### src/rtl/gpio_input_debouncer.sv
// rtl/gpio_input_debouncer.sv - bus-mapped 12-bit GPIO input debouncer with edge flags and interrupt
module gpio_input_debouncer #(
    parameter logic [15:0] DEFAULT_PERIOD = 16'd1000
) (
    input  logic        clk,
    input  logic        rst,
    input  logic        data_req,
    input  logic        data_we,
    input  logic [3:0]  data_be,
    input  logic [31:0] data_addr,
    input  logic [31:0] data_wdata,
    output logic        data_gnt,
    output logic        data_rvalid,
    output logic [31:0] data_rdata,
    input  logic [11:0] pad_in,
    output logic [11:0] gpio_in,
    output logic        irq
);
    localparam logic [19:0] BASE_PAGE  = 20'h00021;
    localparam logic [9:0]  IDX_PERIOD = 10'd0;
    localparam logic [9:0]  IDX_RISE   = 10'd1;
    localparam logic [9:0]  IDX_FALL   = 10'd2;
    localparam logic [9:0]  IDX_IRQ_EN = 10'd3;
    localparam logic [9:0]  IDX_RAW    = 10'd4;

    logic              r_gnt;
    logic              r_rvalid;
    logic [31:0]       r_rdata;
    logic [11:0]       r_sync1;
    logic [11:0]       r_sync2;
    logic [11:0]       r_stable;
    logic [11:0][1:0]  r_cnt;
    logic [15:0]       r_presc;
    logic [15:0]       r_period;
    logic [11:0]       r_rise;
    logic [11:0]       r_fall;
    logic [11:0]       r_irq_en;
    logic              r_irq;

    logic              w_decode;
    logic              w_wr;
    logic              w_rd;
    logic [9:0]        w_idx;
    logic [15:0]       w_lane_mask;
    logic [11:0]       w_w1c_bits;
    logic [11:0]       w_rise_clr;
    logic [11:0]       w_fall_clr;
    logic              w_period_wr;
    logic              w_irq_en_wr;
    logic [15:0]       w_presc_max;
    logic              w_tick;
    logic [11:0]       w_stable_nxt;
    logic [11:0][1:0]  w_cnt_nxt;
    logic [11:0]       w_rise_set;
    logic [11:0]       w_fall_set;
    logic [31:0]       w_rdata_nxt;
    logic              w_unused;

    assign w_decode    = (data_addr[31:12] == BASE_PAGE);
    assign w_wr        = data_req && w_decode && data_we;
    assign w_rd        = data_req && w_decode && !data_we;
    assign w_idx       = data_addr[11:2];
    assign w_lane_mask = {{8{data_be[1]}}, {8{data_be[0]}}};
    assign w_w1c_bits  = data_wdata[11:0] & w_lane_mask[11:0];
    assign w_rise_clr  = (w_wr && (w_idx == IDX_RISE)) ? w_w1c_bits : 12'd0;
    assign w_fall_clr  = (w_wr && (w_idx == IDX_FALL)) ? w_w1c_bits : 12'd0;
    assign w_period_wr = w_wr && (w_idx == IDX_PERIOD);
    assign w_irq_en_wr = w_wr && (w_idx == IDX_IRQ_EN);
    assign w_unused    = &{1'b0, data_addr[1:0], data_be[3:2], data_wdata[31:16]};

    // PERIOD of zero behaves like one, so the prescaler ticks every cycle
    assign w_presc_max = (r_period == 16'd0) ? 16'd0 : (r_period - 16'd1);
    assign w_tick      = (r_presc == w_presc_max);

    assign w_rise_set  = w_stable_nxt & ~r_stable;
    assign w_fall_set  = ~w_stable_nxt & r_stable;

    assign data_gnt    = r_gnt;
    assign data_rvalid = r_rvalid;
    assign data_rdata  = r_rdata;
    assign gpio_in     = r_stable;
    assign irq         = r_irq;

    // Single-pulse grant per request, read-valid trails grant by one cycle, read data captured while the read is presented
    always_ff @(posedge clk or negedge rst) begin
        if (!rst) begin
            r_gnt    <= 1'b0;
            r_rvalid <= 1'b0;
            r_rdata  <= 32'd0;
        end else begin
            r_gnt    <= data_req && w_decode && !r_gnt;
            r_rvalid <= r_gnt;
            if (w_rd) begin
                r_rdata <= w_rdata_nxt;
            end
        end
    end

    // Register read mux; unmapped offsets and unused upper bits read zero
    always_comb begin
        w_rdata_nxt = 32'd0;
        case (w_idx)
            IDX_PERIOD: w_rdata_nxt = {16'd0, r_period};
            IDX_RISE:   w_rdata_nxt = {20'd0, r_rise};
            IDX_FALL:   w_rdata_nxt = {20'd0, r_fall};
            IDX_IRQ_EN: w_rdata_nxt = {20'd0, r_irq_en};
            IDX_RAW:    w_rdata_nxt = {20'd0, r_sync2};
            default:    w_rdata_nxt = 32'd0;
        endcase
    end

    // Two-flop synchronizer for the asynchronous pads
    always_ff @(posedge clk or negedge rst) begin
        if (!rst) begin
            r_sync1 <= 12'd0;
            r_sync2 <= 12'd0;
        end else begin
            r_sync1 <= pad_in;
            r_sync2 <= r_sync1;
        end
    end

    // Prescaler restarts from zero after any PERIOD write so the new period takes effect cleanly
    always_ff @(posedge clk or negedge rst) begin
        if (!rst) begin
            r_presc <= 16'd0;
        end else if (w_period_wr || w_tick) begin
            r_presc <= 16'd0;
        end else begin
            r_presc <= r_presc + 16'd1;
        end
    end

    // Per-bit debounce: three consecutive disagreeing ticks flip the stable value
    always_comb begin
        w_stable_nxt = r_stable;
        w_cnt_nxt    = r_cnt;
        if (w_tick) begin
            for (int i = 0; i < 12; i++) begin
                if (r_sync2[i] == r_stable[i]) begin
                    w_cnt_nxt[i] = 2'd0;
                end else if (r_cnt[i] == 2'd2) begin
                    w_stable_nxt[i] = ~r_stable[i];
                    w_cnt_nxt[i]    = 2'd0;
                end else begin
                    w_cnt_nxt[i] = r_cnt[i] + 2'd1;
                end
            end
        end
    end

    // Debounce state register
    always_ff @(posedge clk or negedge rst) begin
        if (!rst) begin
            r_stable <= 12'd0;
            r_cnt    <= '0;
        end else begin
            r_stable <= w_stable_nxt;
            r_cnt    <= w_cnt_nxt;
        end
    end

    // Software registers; a hardware edge wins over a same-cycle write-one-to-clear
    always_ff @(posedge clk or negedge rst) begin
        if (!rst) begin
            r_period <= DEFAULT_PERIOD;
            r_irq_en <= 12'd0;
            r_rise   <= 12'd0;
            r_fall   <= 12'd0;
        end else begin
            if (w_period_wr) begin
                r_period <= (r_period & ~w_lane_mask) | (data_wdata[15:0] & w_lane_mask);
            end
            if (w_irq_en_wr) begin
                r_irq_en <= (r_irq_en & ~w_lane_mask[11:0]) | (data_wdata[11:0] & w_lane_mask[11:0]);
            end
            r_rise <= (r_rise & ~w_rise_clr) | w_rise_set;
            r_fall <= (r_fall & ~w_fall_clr) | w_fall_set;
        end
    end

    // Level interrupt, registered one cycle behind the flag/enable state
    always_ff @(posedge clk or negedge rst) begin
        if (!rst) begin
            r_irq <= 1'b0;
        end else begin
            r_irq <= |((r_rise | r_fall) & r_irq_en);
        end
    end

endmodule

### config.mk
export PLATFORM = sky130hd
export DESIGN_NAME = gpio_input_debouncer
export DESIGN_NICKNAME = d
export VERILOG_FILES = /design/src/rtl/gpio_input_debouncer.sv
export SDC_FILE = /design/constraint.sdc
export NUM_CORES = 1
export LEC_CHECK = 0
export BUFFER_PORTS_ARGS = -buffer_cell sky130_fd_sc_hd__buf_2
export CAP_MARGIN = 30
export CORE_UTILIZATION = 35
export DETAILED_ROUTE_END_ITERATION = 8
export SYNTH_ARGS = -nofsm -noshare
export SYNTH_HDL_FRONTEND = slang
export SYNTH_SLANG_ARGS = --single-unit
### constraint.sdc
create_clock -name clk -period 4.7 [get_ports clk]
set_clock_uncertainty 0.2 [all_clocks]
set_input_delay 0.235 -clock clk [delete_from_list [all_inputs] [get_ports clk]]
set_output_delay 0.235 -clock clk [all_outputs]
set_load 0.02 [all_outputs]
=== After elaboration in Yosys (flattened, before gate mapping) ===
Index checks and enable logic that the tools add are counted.

* Bits in registers: 163
* Bits in latches: 0
* RAM bits: 0
* Memory bits (read-only): 0
* Input port bits: 84
* Output and inout port bits: 47
* Word-level logic and storage cells: 168
* Memories kept: 0

* Add/sub/neg operators: 14
* Multiply operators: 0
* Div/mod/pow operators: 0
* Magnitude comparators: 0
* Equal/unequal tests: 30
* Shift-type cells: 0
* Mux-type cells: 54
* Bitwise gates (word level): 32
* Reduce and logical (&&, ||, !) cells: 14

{| class="wikitable"
|+ Operators by type and width
! kind !! count
|-
| 12-bit AND || 7
|-
| 16-bit one-hot mux with 5 select lines || 1
|-
| 12-bit inverter || 5
|-
| 2-bit 2-to-1 mux || 24
|-
| 12-bit bitwise OR || 4
|-
| 12-bit 2-to-1 mux || 3
|-
| 16-bit AND || 2
|-
| 16-bit 2-to-1 mux || 2
|-
| 2-bit by 1-bit adder with 2-bit output, second input constant || 12
|-
| 2-bit == test, second input constant || 12
|-
| 1-bit 2-to-1 mux || 24
|-
| 10-bit by 2-bit == test with 1-bit output, second input constant || 2
|-
| 20-bit by 6-bit == test with 1-bit output, second input constant || 1
|-
| 16-bit by 1-bit adder with 16-bit output, second input constant || 1
|-
| 16-bit == test || 1
|-
| 16-bit logical NOT || 1
|-
| 16-bit inverter || 1
|-
| 16-bit bitwise OR || 1
|-
| 16-bit by 1-bit subtractor with 16-bit output, second input constant || 1
|-
| 1-bit == test || 12
|-
| 1-bit inverter || 12
|-
| 12-bit OR reduction || 1
|-
| 10-bit by 1-bit == test with 1-bit output, second input constant || 1
|-
| 10-bit by 3-bit == test with 1-bit output, second input constant || 1
|-
| 4 further kinds || 12
|}

=== Longest topological paths before layout ===
Gate-level depths: netlist of run 1.

* Word-level depth: 8
* Gate-level depth with buffers: 14
* Mapped depth without buffers: 10

=== Worst setup path after synthesis of run 1 ===
No wires, ideal clock.

* Path type: reg2reg
* From: register with a tool-made name
* To: register r_cnt[13] in the netlist's numbering
* Setup time: 125 ps
* Arrival time: 3431 ps
* Required time: 4375 ps
* Slack: 944 ps
* Stages on the path, launching flop included: 14
* Path buffers: 3
* Period minus slack after synthesis: 3756 ps
* Cell sequence: dfrtp_1 inv_1 ha_1 or3b_1 buf_2 or3_1 a21oi_1 xnor2_1 o2111ai_1 or4_1 buf_2 nor2_2 buf_4 mux2_2

{| class="wikitable"
|+ RTL lines
! item !! RTL line !! RTL
|-
| end signal, assigned || 159 || <nowiki>r_cnt <= w_cnt_nxt;</nowiki>
|-
| end, declared || 32 || <nowiki>logic [11:0][1:0] r_cnt;</nowiki>
|}

==> results of run 1 <==
## kinds of logic after synthesis
family          Yosys count  synth area share (%)
xor+xnor                 26                  3.34
other cells               1                0.0519
mux                      33                  5.06
buf+inv                  75                  5.32
fa+ha+maj                 2                 0.347
flops                   147                  51.0
compound gates          191                  16.7
simple gates            250                  18.1
## how the worst max path moves through the flow
stage                          from   endpoint  slack, ns
final                     flip-flop   r_cnt[1]       0.39
after global routing      flip-flop   r_cnt[1]       0.17
after CTS                 flip-flop   r_cnt[1]       0.37
after detailed placement  flip-flop   r_cnt[6]       0.39
after global placement    flip-flop   r_cnt[6]       0.43
after floorplan           flip-flop  r_cnt[13]       0.94
## layer usage
metal	up-vias	share of wire, %	global-route usage, %
met5	-	0	0
met4	0	2.0	6.37
met3	25	4.4	3.79
met2	143	47	28.0
met1	2735	47	23.1
li1	2813	-	-
## worst max-delay path, delay by kind of cell, from the launching register on
kind | cells | cell delay [ns]
adders and majority gates | 1 | 0.21
AOI/OAI and AO/OA | 2 | 0.22
and+or+nand+nor | 5 | 2.12
muxes | 1 | 0.37
buffers and inverters | 3 | 0.62
DFF | 1 | 0.41
## through the flow
step	power (mW)	hold WS [ns]	std cells
3_5_place_dp	2.09	0.0547	1064
6_report	3.47	0.0861	1129
5_1_grt	3.66	0.105	1129
3_3_place_gp	2.07	0.0524	1064
2_1_floorplan	1.91	-0.261	740
4_1_cts	3.52	0.0729	1129
## final cells by class
class	count	area [µm²]	area share, %
clock inverter	13	156	1.77
clock buffer	19	443	5.01
sequential	147	3690	41.7
inverter	22	82.6	0.935
timing repair buffer	140	905	10.2
multi-input combinational	518	3230	36.5
tap	270	338	3.82
## power groups by stage
stage	combinational (mW)	clock, mW	sequential, mW
floorplan	0.322	0	1.59
global placement	0.527	0	1.55
detailed placement	0.538	0	1.55
CTS	0.563	1.43	1.53
global route	0.629	1.48	1.56
finish	0.556	1.39	1.53
## placed cells by master, fill, tap and decap left out, drive strengths merged, types with 7 or more instances in the layout
| master | n |
|---|---|
| dfrtp | 141 |
| buf | 107 |
| o21ai | 93 |
| nand2 | 69 |
| nor2 | 45 |
| nand2b | 37 |
| dlygate4sd3 | 33 |
| mux2 | 28 |
| o31ai | 25 |
| inv | 25 |
| nand3 | 21 |
| nor3 | 20 |
| a21oi | 19 |
| clkbuf | 19 |
| conb | 16 |
| xnor2 | 14 |
| nor4 | 14 |
| a21o | 13 |
| a222oi | 12 |
| a22oi | 12 |
| xor2 | 11 |
| and3 | 7 |
==> results_dict.tcl, run 1 <==
set metrics [dict create \
    postSynthCellCount 725 \
    finalCoreUtilization_pct 43.7 \
    clk_pin_slew_ns 0.06 \
    hold_path.class "in -> reg" \
    cp.required_ns 4.80 \
    detail_route.iter0.violations 504 \
    crit_type "reg -> reg" \
    rows 52 \
    p_sw_share_pct 27.7 \
    dieArea_um2 21200 \
    synth_area_um2 7220 \
    crit_path_end_kind "flip-flop" \
    start_util_pct 35.7 \
    worstRegToRegCells 12 \
    grt_pass1_wl_um 29100 \
    cts_max_level 4 \
    internal_power_mw 2.51 \
    rsz0062_at_grt "no" \
    fin_ws_ns 0.392 \
    worstReg2RegEnd "r_cnt[1]" \
    ys_top_cells_by_area "dfrtp_1 (49%), o21ai_0 (6.3%), mux2_2 (4.4%), nand2_1 (3.6%), nand2b_1 (3.2%)" \
    fin_crit_sh_pct 91.6 \
    leakagePower_nw 3.94 \
    path_cells "inv_1 -> ha_1 -> or3b_1 -> nor4_2 -> or3_1 -> o211a_1 -> o2111ai_1 -> or4_1 -> buf_4 -> nor2_2 -> buf_4 -> mux2_2" \
    ant_nets 0 \
    fin_nets 932 \
    slew_headroom_pct 48.5 \
    grt_pass1_vias 5598 \
    ys_warn_count 0 \
    synth_commonest_cells "dfrtp_1 (141), o21ai_0 (91), nand2_1 (69)" \
    clock_sinks 147 \
    io_buffers 94 \
    yosysMostFrequentCell "dfrtp_1" \
    wl_per_cell_um 15.6 \
    combPwrFrac_pct 16.0 \
    slew_viol_final 0 \
    clkPwrFrac_pct 40.0 \
    regToRegSetupSlack_ns 0.39 \
    numCtsBuffers 17 \
    n_antenna_cell 0 \
    whs_endpoint "r_rise[8]" \
    synth-seq-cells 147 \
    die_y_um 146 \
    vias_per_cell 5.06 \
    worstMarginPinSlew_ns 0.771 \
    fin_crit_ns 4.31 \
    synth-async-reset-ratio_pct 100 \
    slowest_stage "or4_1" \
    antenna_found_initial 0 \
    cts-resized-gates 0 \
    final_area_um2 8840 \
    powerDensity_nw_per_um2 393 \
    grt_max_degree 61 \
    setup_viol 0 \
    overflow 0 \
    switching_power_mw 0.960 \
    synth_cell_types 64 \
    root_buffer "clkbuf_16" \
    clk_path_buf_depth 2 \
    ir_drop_mv 0.253 \
    drive_gt1_share_pct 21.5 \
    syn_to_final_growth_pct 22.4 \
    synth_area_leader_cell "dfrtp_1" \
    wl_um 17600 \
    drc_errors 0 \
    start_kind "flip-flop" \
    critical_path_arrival_ns 4.41 \
    track_usage_pct 17.4 \
    cp_max_fo 22 \
    synth.top_cell.area_share_pct 48.9 \
    clkLatencyLatePin_ns 0.42 \
    hold_viol_final 0 \
    holdPathStages 4 \
    outcome "finished, final reports clean" \
    cts_hold_buffers 33 \
    placed_area_um2 7910 \
    fp.coreArea_um2 20200 \
    synthFlopType "dfrtp_1" \
    cts_tree "done" \
    tns_ns 0 \
    cap_violations 0 \
    routabilityCongestion 0.828 \
    hp-start "data_be[1]" \
    hpwlAfterDp_um 12400 \
    dp_slack_ns 0.390 \
    p_seq_share_pct 43.9 \
    io-pin-count 131 \
    die_w_um 146 \
    synth-edff-count 0 \
    postCtsSetupBuffers 0 \
    num_vias 5716 \
    syn-mean-instance-area_um2 9.96 \
    dr.pass1.iters 7 \
    nFillCells 1961 \
    fmax_mhz 232 \
    cp_slowest_stage_delay_ns 0.61 \
    cpMostUsedCell "buf_4" \
    yosysSeqAreaShare_pct 51.0 \
]
Power figures use the tool's default switching activity.
==> run 2: changes to the inputs <==
--- a/config.mk
+++ b/config.mk
@@ -7,8 +7,12 @@
 export LEC_CHECK = 0
 export BUFFER_PORTS_ARGS = -buffer_cell sky130_fd_sc_hd__buf_2
 export CAP_MARGIN = 30
+export CELL_PAD_IN_SITES_DETAIL_PLACEMENT = 0
+export CELL_PAD_IN_SITES_GLOBAL_PLACEMENT = 1
 export CORE_UTILIZATION = 35
 export DETAILED_ROUTE_END_ITERATION = 8
+export PLACE_DENSITY_LB_ADDON = 0.1
+export SLEW_MARGIN = 20
 export SYNTH_ARGS = -nofsm -noshare
 export SYNTH_HDL_FRONTEND = slang
 export SYNTH_SLANG_ARGS = --single-unit
==> run 2 against run 1 <==
Flip-flop and latch count stayed put. Sequential power hardly changed. Global-route usage is 1.2 points higher. Setup slack better by 0.091 ns. Cell count hardly changed. Register-to-register slack better by 0.09 ns. Count of clock-buffer cells in the layout is 1 lower. First-iteration DRC count is 22% lower. Clock power is 9% lower. Hold slack better by 0.014 ns. Final area is 0.24% lower. Critical endpoint is now gpio_in[11]. Highest routed layer unchanged.
==> results_dict.tcl, run 2 (synthesis gave the netlist of run 1 again) <==
set metrics [dict create \
    ant_nets 0 \
    clk_path_buf_depth 2 \
    critical_path_arrival_ns 4.32 \
    fin_crit_sh_pct 89.7 \
    grt_max_degree 76 \
    io-pin-count 131 \
    drive_gt1_share_pct 21.5 \
    start_util_pct 35.7 \
    cts-resized-gates 0 \
    slew_headroom_pct 50.1 \
    dieArea_um2 21200 \
    dr.pass1.iters 8 \
    final_common_cell "dfrtp_1" \
    clock_sinks 147 \
    grt_pass1_wl_um 31000 \
    overflow 0 \
    fin_ws_ns 0.484 \
    leakagePower_nw 3.92 \
    io_buffers 94 \
    rows 52 \
    wl_per_cell_um 16.6 \
    grt_pass1_vias 5717 \
    wl_um 18700 \
    cp_max_fo 21 \
    hpwlAfterDp_um 13600 \
    cts_tree "done" \
    hold_path.class "in -> async" \
    crit_path_end_kind "flip-flop" \
    vias_per_cell 5.07 \
    crit_type "reg -> reg" \
    fin_nets 933 \
    powerDensity_nw_per_um2 381 \
    tns_ns 0 \
    cts_max_level 4 \
    dp_slack_ns 0.499 \
    die_y_um 146 \
    clk_pin_slew_ns 0.07 \
    worstMarginPinSlew_ns 0.747 \
    detail_route.iter0.violations 394 \
    postCtsSetupBuffers 0 \
    ir_drop_mv 0.217 \
    syn_to_final_growth_pct 22.1 \
    nFillCells 1963 \
    fmax_mhz 237 \
    slew_viol_final 0 \
    drc_errors 0 \
    antenna_found_initial 0 \
    numCtsBuffers 17 \
    cap_violations 0 \
    rsz0062_at_grt "no" \
    die_w_um 146 \
    routabilityCongestion 0.786 \
    n_antenna_cell 0 \
    track_usage_pct 18.6 \
    outcome "finished, final reports clean" \
    hold_viol_final 0 \
    setup_viol 0 \
    clkLatencyLatePin_ns 0.42 \
    layout_common_cells "dfrtp_1 (141), buf_2 (93), o21ai_0 (91), nand2_1 (69), nor2_1 (44)" \
    cts_hold_buffers 34 \
    fp.coreArea_um2 20200 \
    start_kind "flip-flop" \
    fin_crit_ns 4.22 \
    root_buffer "clkbuf_16" \
    cp.required_ns 4.81 \
    num_vias 5734 \
    finalCoreUtilization_pct 43.6 \
]
run 2: cell count changes in the layout (fill, tap and decap cells not counted), moves of 2 or more:
cell / delta
inv_8: +2
clkinvlp_4: +2
inv_6: +3
bufinv_16: -3
clkinv_2: -4
run 2: worst paths after layout:
check                                start          end  slack (ns)  depth (start not counted)
worst max-delay path             flip-flop  gpio_in[11]        0.48                         11
worst min register to register  r_sync1[9]   r_sync2[9]        0.15                          0
worst max register to register   flip-flop  gpio_in[11]        0.48                         11
max in group asynchronous              rst     r_cnt[0]        3.39                          3
min in group clk                data_be[1]    r_fall[8]        0.10                          4
worst min-delay path                   rst  data_rvalid        0.10                          2
run 2: where the power goes:
part | switching, mW | total, mW | leakage [nW] | internal (mW)
Clock | 0.580 | 1.27 | 0.259 | 0.692
Sequential | 0.125 | 1.53 | 1.81 | 1.41
Combinational | 0.299 | 0.559 | 1.85 | 0.260
run 2: stage by stage:
step	hold WS, ns	std cells	power, mW	area, µm²
after CTS	0.0948	1130	3.40	8810
after floorplan	-0.261	740	1.91	7280
final	0.101	1130	3.36	8810
after global placement	0.132	1063	2.07	7900
after global routing	0.123	1130	3.55	8810
after detailed placement	-0.0249	1064	2.10	7930
run 2: layout make-up:
cell class,count,area (µm²),area share [%]
Clock inverter,14,119,1.35
Sequential cell,147,3690,41.8
Inverter,22,82.6,0.937
Multi-Input combinational cell,518,3230,36.6
Clock buffer,18,429,4.87
Timing Repair Buffer,141,935,10.6
Tap cell,270,338,3.83
run 2: critical path, cell delays in order (launching register included):
cell and delay [ns]:
dfrtp_1 0.46, inv_1 0.08, ha_1 0.21, or3b_1 0.60, nor4_2 0.55, or3_1 0.19
o211a_1 0.14, o2111ai_1 0.08, or4_1 0.69, buf_4 0.30, nor3_1 0.25, mux2_2 0.36
run 2: routing by layer:
layer / part of all wire, % / GRT usage (%)
met2: 48 / 31.2
met3: 4.0 / 3.57
met4: 0.76 / 3.95
met1: 47 / 25.1
met5: 0 / 0
==> run 3: changes to the inputs <==
--- a/config.mk
+++ b/config.mk
@@ -9,7 +9,7 @@
 export CAP_MARGIN = 30
 export CELL_PAD_IN_SITES_DETAIL_PLACEMENT = 0
 export CELL_PAD_IN_SITES_GLOBAL_PLACEMENT = 1
-export CORE_UTILIZATION = 35
+export CORE_UTILIZATION = 30
 export DETAILED_ROUTE_END_ITERATION = 8
 export PLACE_DENSITY_LB_ADDON = 0.1
 export SLEW_MARGIN = 20
==> run 3 against run 2 <==
Register-to-register slack worse by 0.12 ns. Via count rose by 1.6%. Setup slack got worse by 0.12 ns. Global-route usage is 1.3 points lower. Largest power group unchanged. First-iteration DRC count decreased by 0.51%. Clock power grew 9%. Critical endpoint is now r_cnt[10]. Power up 3.2%. Non-clock buffer count rose by 1. Sequential share of layout area decreased by 0.48 points. Sequential power about the same.
==> results_dict.tcl, run 3 (synthesis gave the netlist of run 1 again) <==
set metrics [dict create \
    numCtsBuffers 17 \
    num_vias 5824 \
    hold_path.class "in -> reg" \
    grt_pass1_vias 5675 \
    seq_area_um2 3690 \
    die_w_um 157 \
    nFillCells 2386 \
    slew_headroom_pct 41.1 \
    rsz0062_at_grt "no" \
    fmax_mhz 231 \
    ant_nets 0 \
    detail_route.iter0.violations 392 \
    overflow 0 \
    outcome "finished, final reports clean" \
    setup_viol 0 \
    final_common_cell "dfrtp_1" \
    grt_max_degree 70 \
    cts_tree "done" \
    fin_crit_sh_pct 92.3 \
    clkLatencyLatePin_ns 0.42 \
    n_antenna_cell 0 \
    cp.required_ns 4.81 \
    cp_max_fo 20 \
    layout_common_cells "dfrtp_1 (141), buf_2 (93), o21ai_0 (91), nand2_1 (69), nor2_1 (44)" \
    worst_hold_slack_ns 0.0114 \
    drive_gt1_share_pct 21.6 \
    routabilityCongestion 0.762 \
    crit_path_end_kind "flip-flop" \
    start_kind "flip-flop" \
    rows 56 \
    hold_viol_final 0 \
    clk_path_buf_depth 2 \
    grtUsageMet1_pct 22.9 \
    clk_pin_slew_ns 0.06 \
    grt-busiest-layer "met2" \
    vias_per_cell 4.94 \
    multiInputGateArea_um2 3230 \
    wl_per_cell_um 17.2 \
    postCtsSetupBuffers 0 \
    grt_pass1_wl_um 31900 \
    clock_sinks 147 \
    die_y_um 157 \
    crit_type "reg -> reg" \
    critical_path_arrival_ns 4.44 \
    tns_ns 0 \
    cap_violations 0 \
    io_buffers 94 \
    drc_errors 0 \
    grt.met2_usage_pct 29.0 \
    antenna_found_initial 0 \
    dieArea_um2 24700 \
    met3_usage_pct 2.86 \
    hpwlAfterDp_um 14400 \
    root_buffer "clkbuf_16" \
    dr.pass1.iters 5 \
    total_power_mw 3.47 \
    cts_max_level 4 \
    track_usage_pct 17.3 \
    start_util_pct 30.7 \
    wl_um 20300 \
    worstMarginPinSlew_ns 0.882 \
    fin_nets 934 \
    fin_crit_ns 4.34 \
    io-pin-count 131 \
    syn_to_final_growth_pct 23.5 \
    powerDensity_nw_per_um2 389 \
    slew_viol_final 0 \
    leakagePower_nw 3.94 \
    fp.coreArea_um2 23500 \
    ir_drop_mv 0.175 \
]
==> run 3: cell types whose count changed in the layout (fill, tap and decap cells not counted), sizes merged <==
cell,change
bufinv,+2
buf,+2
clkinvlp,-1
dlygate4sd3,-1
inv,-3
clkbuf,+2
==> run 3: worst max-delay path, cell delays in order (launching register included) <==
cell	delay (ns)
dfrtp_1	0.43
inv_1	0.10
ha_1	0.21
or3b_1	0.61
nor4_2	0.59
or3_1	0.19
o211a_1	0.14
o2111ai_1	0.08
or4_1	0.60
buf_4	0.27
nor2_2	0.13
buf_4	0.30
mux2_2	0.37
==> run 3: report_power, final <==
group | switching (mW) | internal (mW)
clock | 0.569 | 0.806
sequential | 0.133 | 1.41
combinational | 0.299 | 0.257
total | 1.00 | 2.47
==> run 3: layer usage <==
metal,share of wire [%],vias up,routed length (µm)
met3,3.5,17,713
met2,48,118,9840
met1,47,2877,9550
met4,1.1,0,228
li1,-,2812,-
met5,0,-,0
==> run 3: final cells by class <==
class / instances / share of cell area, %
clock buffers: 20 / 5.01
clock inverters: 12 / 1.61
multi-input cells: 518 / 36.2
flip-flops and latches: 147 / 41.3
inverters: 22 / 0.926
well taps: 319 / 4.48
repair buffers: 142 / 10.5
==> run 3: worst paths after layout <==
check,start,to,slack (ns),cells after the start
max reg2reg,flip-flop,r_cnt[10],0.36,12
min reg2reg,r_sync1[0],r_sync2[0],0.15,0
min in group asynchronous,rst,data_rvalid,0.20,2
min,data_we,r_presc[1],0.01,3
max,flip-flop,r_cnt[10],0.36,12
max in group asynchronous,rst,r_presc[12],3.07,3
==> run 3: per-stage QoR <==
step / cells / utilization, % / setup WS (ns) / area (µm²)
floorplan: 740 / - / 0.944 / 7280
global placement: 1115 / 34.0 / 0.352 / 8000
detailed placement: 1115 / 34.0 / 0.322 / 8000
CTS: 1180 / 37.9 / 0.317 / 8920
global route: 1180 / 37.9 / 0.125 / 8920
finish: 1180 / 37.9 / 0.363 / 8920
==> run 3: repair_timing <==
item                                   CTS  global route
hold buffers                            33             0
gates resized for setup                  0             0
endpoints found under the hold margin  104             0
